**config.mk**
```make
export PLATFORM = sky130hd
export DESIGN_NAME = can_bit_destuffer
export DESIGN_NICKNAME = d
export VERILOG_FILES = /design/src/rtl/can_pkg.sv /design/src/rtl/can_bit_destuffer.sv
export SDC_FILE = /design/constraint.sdc
export NUM_CORES = 1
export LEC_CHECK = 0
export BUFFER_PORTS_ARGS = -buffer_cell sky130_fd_sc_hd__buf_2
export CAP_MARGIN = 20
export CORE_ASPECT_RATIO = 0.75
export CORE_MARGIN = 4
export CORE_UTILIZATION = 49
export DETAILED_ROUTE_END_ITERATION = 8
export PLACE_DENSITY_LB_ADDON = 0.05
export RECOVER_POWER = 25
export SYNTH_ARGS = -nofsm -noshare
export SYNTH_HDL_FRONTEND = slang
export SYNTH_SLANG_ARGS = --single-unit
```
**constraint.sdc**
```tcl
create_clock -name clk -period 1.8 [get_ports clk]
set_input_delay 0.27 -clock clk [delete_from_list [all_inputs] [get_ports clk]]
set_output_delay 0.27 -clock clk [all_outputs]
set_load 0.01 [all_outputs]
```
**src/rtl/can_pkg.sv**
```systemverilog
// Shared CAN receive-path definitions: destuffer state encoding and frame constants
// common to the destuffer and the CRC stage.
package can_pkg;

  typedef enum logic [1:0] {
    IDLE         = 2'd0,
    RUN          = 2'd1,
    EXPECT_STUFF = 2'd2,
    ERROR        = 2'd3
  } can_destuff_state_t;

  localparam int CAN_STUFF_LEN = 5;
  localparam int CAN_CRC_W     = 15;

endpackage

```
**src/rtl/can_bit_destuffer.sv**
```systemverilog
// CAN receive bit destuffer: removes the complementary bit inserted after a run of
// STUFF_LEN equal bits, flags stuff violations and feeds the CRC stage one bit per pulse.
module can_bit_destuffer
  import can_pkg::*;
#(
  parameter int STUFF_LEN = CAN_STUFF_LEN,
  parameter int CNT_W     = 8
) (
  input  logic             clk,
  input  logic             n_rst,
  input  logic             bit_strobe,
  input  logic             rx_bit,
  input  logic             stuff_en,
  input  logic             clear,
  output logic             data_out,
  output logic             data_valid,
  output logic             stuff_drop,
  output logic             stuff_err,
  output logic [CNT_W-1:0] bit_cnt
);

  localparam int               RUN_W   = $clog2(STUFF_LEN + 1);
  localparam logic [RUN_W-1:0] RUN_ONE = RUN_W'(1);
  localparam logic [RUN_W-1:0] RUN_MAX = RUN_W'(STUFF_LEN);
  localparam logic [CNT_W-1:0] CNT_ONE = CNT_W'(1);
  localparam logic [CNT_W-1:0] CNT_MAX = '1;

  can_destuff_state_t state, state_nxt;
  logic [RUN_W-1:0]   run_len, run_len_nxt, run_len_inc;
  logic               prev_bit, prev_bit_nxt;
  logic               data_out_nxt;
  logic               data_valid_nxt;
  logic               stuff_drop_nxt;
  logic               stuff_err_nxt;
  logic [CNT_W-1:0]   bit_cnt_nxt;
  logic               deliver;

  always_ff @(posedge clk or negedge n_rst) begin
    if (!n_rst) begin
      state      <= IDLE;
      run_len    <= '0;
      prev_bit   <= 1'b1;
      data_out   <= 1'b0;
      data_valid <= 1'b0;
      stuff_drop <= 1'b0;
      stuff_err  <= 1'b0;
      bit_cnt    <= '0;
    end else begin
      state      <= state_nxt;
      run_len    <= run_len_nxt;
      prev_bit   <= prev_bit_nxt;
      data_out   <= data_out_nxt;
      data_valid <= data_valid_nxt;
      stuff_drop <= stuff_drop_nxt;
      stuff_err  <= stuff_err_nxt;
      bit_cnt    <= bit_cnt_nxt;
    end
  end

  // Outside the stuffing window every non-error strobe is a plain pass-through bit
  // and any pending stuff expectation is dropped.
  always_comb begin
    state_nxt      = state;
    run_len_nxt    = run_len;
    prev_bit_nxt   = prev_bit;
    data_out_nxt   = data_out;
    data_valid_nxt = 1'b0;
    stuff_drop_nxt = 1'b0;
    stuff_err_nxt  = stuff_err;
    bit_cnt_nxt    = bit_cnt;
    deliver        = 1'b0;
    run_len_inc    = (rx_bit == prev_bit) ? run_len + RUN_ONE : RUN_ONE;

    if (clear) begin
      state_nxt     = IDLE;
      run_len_nxt   = '0;
      prev_bit_nxt  = 1'b1;
      stuff_err_nxt = 1'b0;
      bit_cnt_nxt   = '0;
    end else if (bit_strobe && state != ERROR) begin
      if (!stuff_en) begin
        deliver     = 1'b1;
        state_nxt   = IDLE;
        run_len_nxt = '0;
      end else begin
        case (state)
          IDLE: begin
            deliver      = 1'b1;
            prev_bit_nxt = rx_bit;
            run_len_nxt  = RUN_ONE;
            state_nxt    = RUN;
          end
          RUN: begin
            deliver      = 1'b1;
            prev_bit_nxt = rx_bit;
            run_len_nxt  = run_len_inc;
            if (run_len_inc == RUN_MAX) begin
              state_nxt = EXPECT_STUFF;
            end
          end
          EXPECT_STUFF: begin
            // The removed stuff bit is the first bit of the next run.
            if (rx_bit != prev_bit) begin
              stuff_drop_nxt = 1'b1;
              prev_bit_nxt   = rx_bit;
              run_len_nxt    = RUN_ONE;
              state_nxt      = RUN;
            end else begin
              stuff_err_nxt = 1'b1;
              state_nxt     = ERROR;
            end
          end
          default: begin
          end
        endcase
      end
    end

    if (deliver) begin
      data_out_nxt   = rx_bit;
      data_valid_nxt = 1'b1;
      if (bit_cnt != CNT_MAX) begin
        bit_cnt_nxt = bit_cnt + CNT_ONE;
      end
    end
  end

endmodule

```
# After elaboration in Yosys (flattened, before gate mapping)

Index checks and enable logic that the tools add are counted.

Reduce and logical (&&, ||, !) cells: 11
Equal/unequal tests: 12
Mux-type cells: 35
Add/sub/neg operators: 2

Operator list:

| kind                  | number |
|---|---|
| $mux W8               | 3 |
| $mux W1               | 19 |
| $mux W3               | 5 |
| $mux W2               | 5 |
| $pmux W3 S3           | 1 |
| $add A8 B1 Y8 const B | 1 |
| $ne A4 B4 Y1 const B  | 2 |
| $ne A8 B8 Y1 const B  | 1 |
| $reduce_and A4 Y1     | 2 |
| $pmux W2 S3           | 1 |
| $reduce_and A3 Y1     | 2 |
| $reduce_bool A2 Y1    | 3 |
| $ne A5 B1 Y1 const B  | 1 |
| $ne A2 B2 Y1 const B  | 2 |
| $add A3 B1 Y3 const B | 1 |
| $eq A3 B3 Y1 const B  | 1 |
| $ne A3 B3 Y1 const B  | 1 |
| $reduce_bool A3 Y1    | 1 |
| $eq A2 B1 Y1 const B  | 1 |
| $eq A2 B2 Y1 const B  | 1 |
| $logic_not A2 Y1      | 1 |
| $pmux W1 S2           | 1 |
| $reduce_or A2 Y1      | 1 |
| $eq A1 B1 Y1          | 1 |
| 2 further kinds       | 2 |

Register bits after elaboration: 18
Input port bits: 6
Logic and storage cells: 68

# Longest topological paths before layout

Word-level depth: 8
Depth in mapped cells: 6

# Worst setup path after synthesis

Ideal clock, no wire load.

Path kind: reg-to-reg
From: register state[0]
To: register bit_cnt[1]
Library setup time: 0.125 ns
Stages on the path, launching flop included: 7
Arrival time: 1.752 ns
Buffers on the path: 1
Path slack: -0.077 ns
Required time: 1.675 ns
Cell sequence: dfrtp_1 ha_1 nand2b_4 or3_1 buf_6 nor2_1 mux2_2

Word-level cells in the longest chain between the ends: 7
Elaborated cells between the ends (all ways): 10

Ends and longest elaborated chain:

| item                                                    | RTL line                 | source |
|---|---|---|
| start, declared                                         | can_bit_destuffer.sv:28  | `can_destuff_state_t state, state_nxt;` |
| start signal, assigned                                  | can_bit_destuffer.sv:49  | `state <= state_nxt;` |
| $eq A2 B1 Y1 / $logic_not A2 Y1 (equally long branches) | can_bit_destuffer.sv:86  | `case (state)` |
| $reduce_or A2 Y1 (no line)                              | n/a                      |  |
| $mux W1                                                 | can_bit_destuffer.sv:86  |  |
| $mux W1                                                 | can_bit_destuffer.sv:81  | `if (!stuff_en) begin` |
| $mux W1 (*)                                             | can_bit_destuffer.sv:80  | `end else if (bit_strobe && state != ERROR) begin` |
| $mux W1 (*)                                             | can_bit_destuffer.sv:74  | `if (clear) begin` |
| $mux W8 (*)                                             | can_bit_destuffer.sv:119 | `if (deliver) begin` |
| net bit_cnt_nxt[1]                                      | can_bit_destuffer.sv:35  | `logic [CNT_W-1:0] bit_cnt_nxt;` |
| end signal, assigned                                    | can_bit_destuffer.sv:56  | `bit_cnt <= bit_cnt_nxt;` |
| end, declared                                           | can_bit_destuffer.sv:19  | `output logic [CNT_W-1:0] bit_cnt` |

Mark *: on every way through the listed nets, which the timed path passes. The rest lies on a longest branch.
A chain may end at the register's enable or synchronous reset.

# Worst setup path in the final report

From: register state[1]
To: register bit_cnt[5]

The elaborated chain is that of the path after synthesis.

==> qor.txt <==
vias in the first global route = 890
Worst-path clk slew = 0.10 ns
Detailed Routing Iterations Pass 1 = 4
worst endpoint data arrival time = 1.95 ns
Clk Tree Root Cell = clkbuf_4
Crit path largest cell delay = 0.42 ns
max cap viols = 0
Core Box Area = 0.00207 sq mm
Top delay family on crit path = simple AND/OR/NAND/NOR gates
setup TNS = 0 ns
sequential area share after synthesis = 41.1%
Initial Util = 53.2%
commonest non-fill, non-tap cell in the layout = dfrtp_1
DR WL/cell = 13.8 um
critical setup path kind = register to register
RePlAce Congestion = 0.772
Overflow after GRT = 0
min-delay worst type = input port to register
cts bufs inserted = 3
first-pass GRT wire length = 4.01 mm
via/cell ratio = 5.59
worst slew pin tran = 0.930 ns
I/O Pins = 18
Post-Syn Area per Cell = 10.2 sq um
ranking of synthesized cells by area = dfrtp_1 (39%), ha_1 (8.0%), mux2i_1 (4.6%)
CTS tree = yes
Final Max Tran Viols = 0
Final Hold Violating Endpoints = 0
H-Tree Depth = 1
HPWL Detailed = 1.88 mm
post-route cell area = 0.00140 sq mm
Diodes inserted = 0
status = complete, no violations
Setup-failing EPs final = 0
worst-path maximum fanout = 7
synth unique cells = 38
crit-path cells = buf_4, and2_4, or3_4, nor4_2, mux2i_1
Power Density = 594 mW/mm^2
Die W = 62.7 um
first-iteration detailed-routing DRC count = 64
die height = 49.0 um
WHS = 0.276 ns
maximum clock insertion buffer count = 2
Rel. slew slack = 38.0%
fin crit share = 95.6%
Layout area overhead = 27.4%
Via Count = 939
area fraction of the dominant cell type after synthesis = 38.7%
FP Rows = 14
port bufs = 17
Detailed Route WL = 2.32 mm
die area = 0.00307 sq mm
Post-route DRC = 0
cell count after synthesis = 108
Skew-Pair Late Insertion Delay = 0.29 ns
maximum VDD drop = 0.000526 V
Setup Skew = 0.00793 ns
flop2flop setup slack = 0.08 ns
Detail Route Antenna Nets = 0
CP Launch Type = register
RSZ-0062 raised after global routing = true
slowest library cell on the worst path = dfrtp_1
#FFs+latches synth = 18
Post-Syn Nets = 121
Max Fclk = 581 MHz
CTS Sinks = 18
Min Clock Period, post-route = 1.72 ns
Netlist Area Pre-Place = 0.00110 sq mm
WP buf/inv = 1
pin count of the biggest net entering global routing = 19
GRT Total Usage = 16.4%
Critical Path Sink Type = register
leak pwr = 0.629 nW
initial antenna violation count = 0
share of post-route cells with drive strength above 1 = 35.4%
Nets = 158
Synth area leader = dfrtp_1
commonest non-fill, non-tap cells in the layout = dfrtp_1 (17), buf_2 (16), buf_4 (16), inv_1 (7)
placed instance area = 0.00132 sq mm
Crit path required time = 2.03 ns
synth warn = 0
==> worst paths after layout <==
check	startpoint	end	depth (start not counted)
max	state[1]$_DFFE_PN0P_	bit_cnt[5]$_DFF_PN0_	5
min	rx_bit	data_out$_DFFE_PN0P_	2
max reg2reg	state[1]$_DFFE_PN0P_	bit_cnt[5]$_DFF_PN0_	5
min reg2reg	data_out$_DFFE_PN0P_	data_out$_DFFE_PN0P_	1
max in group asynchronous	n_rst	state[0]$_DFFE_PN0P_	2
min in group asynchronous	n_rst	run_len[2]$_DFFE_PN0P_	2
==> flip-flops by register name, summed over array words and instances (netlist names) <==
signal and count:
data_out 1, prev_bit 1, stuff_drop 1, run_len 3, bit_cnt 8, state 2, stuff_err 1, data_valid 1
==> worst register-to-register path: cells and delay by family, from the launching register on <==
kind / cells / cell delay, ns
buffers and inverters: 1 / 0.15
flip-flops: 1 / 0.42
multiplexers: 1 / 0.21
AND/OR/NAND/NOR: 3 / 0.89
==> kinds of logic (layout without fill, tap and decap cells) <==
| group | after synthesis | count (layout) | share of synthesized area [%] |
|---|---|---|---|
| muxes | 8 | 8 | 7.62 |
| DFF | 18 | 18 | 41.1 |
| and+or+nand+nor | 44 | 44 | 24.5 |
| adders and majority gates | 7 | 7 | 7.96 |
| buffers and inverters | 9 | 45 | 3.75 |
| xor gates and xnor gates | 2 | 2 | 2.28 |
| AOI/OAI and AO/OA | 20 | 20 | 12.9 |
==> per-layer routing <==
layer | vias up | GRT usage (%) | share of wire (%)
met4 | 0 | 2.20 | 0.47
met5 | - | 0 | 0
met2 | 24 | 24.4 | 43
met1 | 440 | 23.1 | 50
met3 | 2 | 6.22 | 6.7
li1 | 473 | - | -
==> layout make-up <==
class / count / area, sq um
inverter: 7 / 26.3
timing repair buffer: 34 / 214
multi-input combinational: 81 / 643
tap: 24 / 30.0
fill: 170 / 666
clock buffer: 4 / 36.3
sequential: 18 / 452
==> report_power, final <==
part / leakage (nW) / switching (mW) / internal [mW] / total (mW)
Sequential: 0.241 / 0.0131 / 0.420 / 0.434
Combinational: 0.366 / 0.0793 / 0.0763 / 0.156
Clock: 0.0210 / 0.120 / 0.123 / 0.243
Total: 0.629 / 0.212 / 0.620 / 0.832
==> timing repair <==
| item | 4_1_cts | 5_1_grt |
|---|---|---|
| pin swaps | 0 | 2 |
| buffers inserted | 0 | 1 |
| endpoints found under the setup margin | 4 | 5 |
| endpoints found under the hold margin | 17 | 0 |
| hold buffers | 1 | 0 |
| gates resized for setup | 1 | 3 |
| cloned | 0 | 0 |
==> cell usage after synthesis <==
cell and number:
o21ai_1 1, nand2b_1 5, xnor2_1 1, clkbuf_1 1
or3b_2 1, nor4_2 1, nor4_1 2, nand2_1 4
and2_4 1, o31ai_1 2, nor2_1 6, nand4_1 3
nor4b_1 1, nor3_1 2, or2b_1 2, mux2_2 3
a211oi_1 1, ha_1 7, dfrtp_1 17, a41oi_1 1
nand2b_4 1, buf_6 1, dfstp_2 1, o2bb2ai_1 2
a21oi_1 5, nor2b_1 4, xnor2_2 1, a32o_1 1
nand3_1 6, o211ai_1 2, inv_1 7, or3_1 4
o221ai_1 1, a31oi_1 2, mux2i_1 5, o21bai_1 1
o41ai_1 1, nand4bb_1 1
==> metrics by stage <==
step	power (mW)	setup slack (ns)	instances	utilization, %
floorplan	0.520	0.0167	108	-
global placement	0.586	0.00423	162	64.0
CTS	0.839	0.0136	167	66.5
detailed placement	0.589	-0.0288	162	64.0
global route	0.890	-0.0201	168	67.8
finish	0.832	0.0789	168	67.8
No activity file was read; power rests on OpenSTA's default activity.
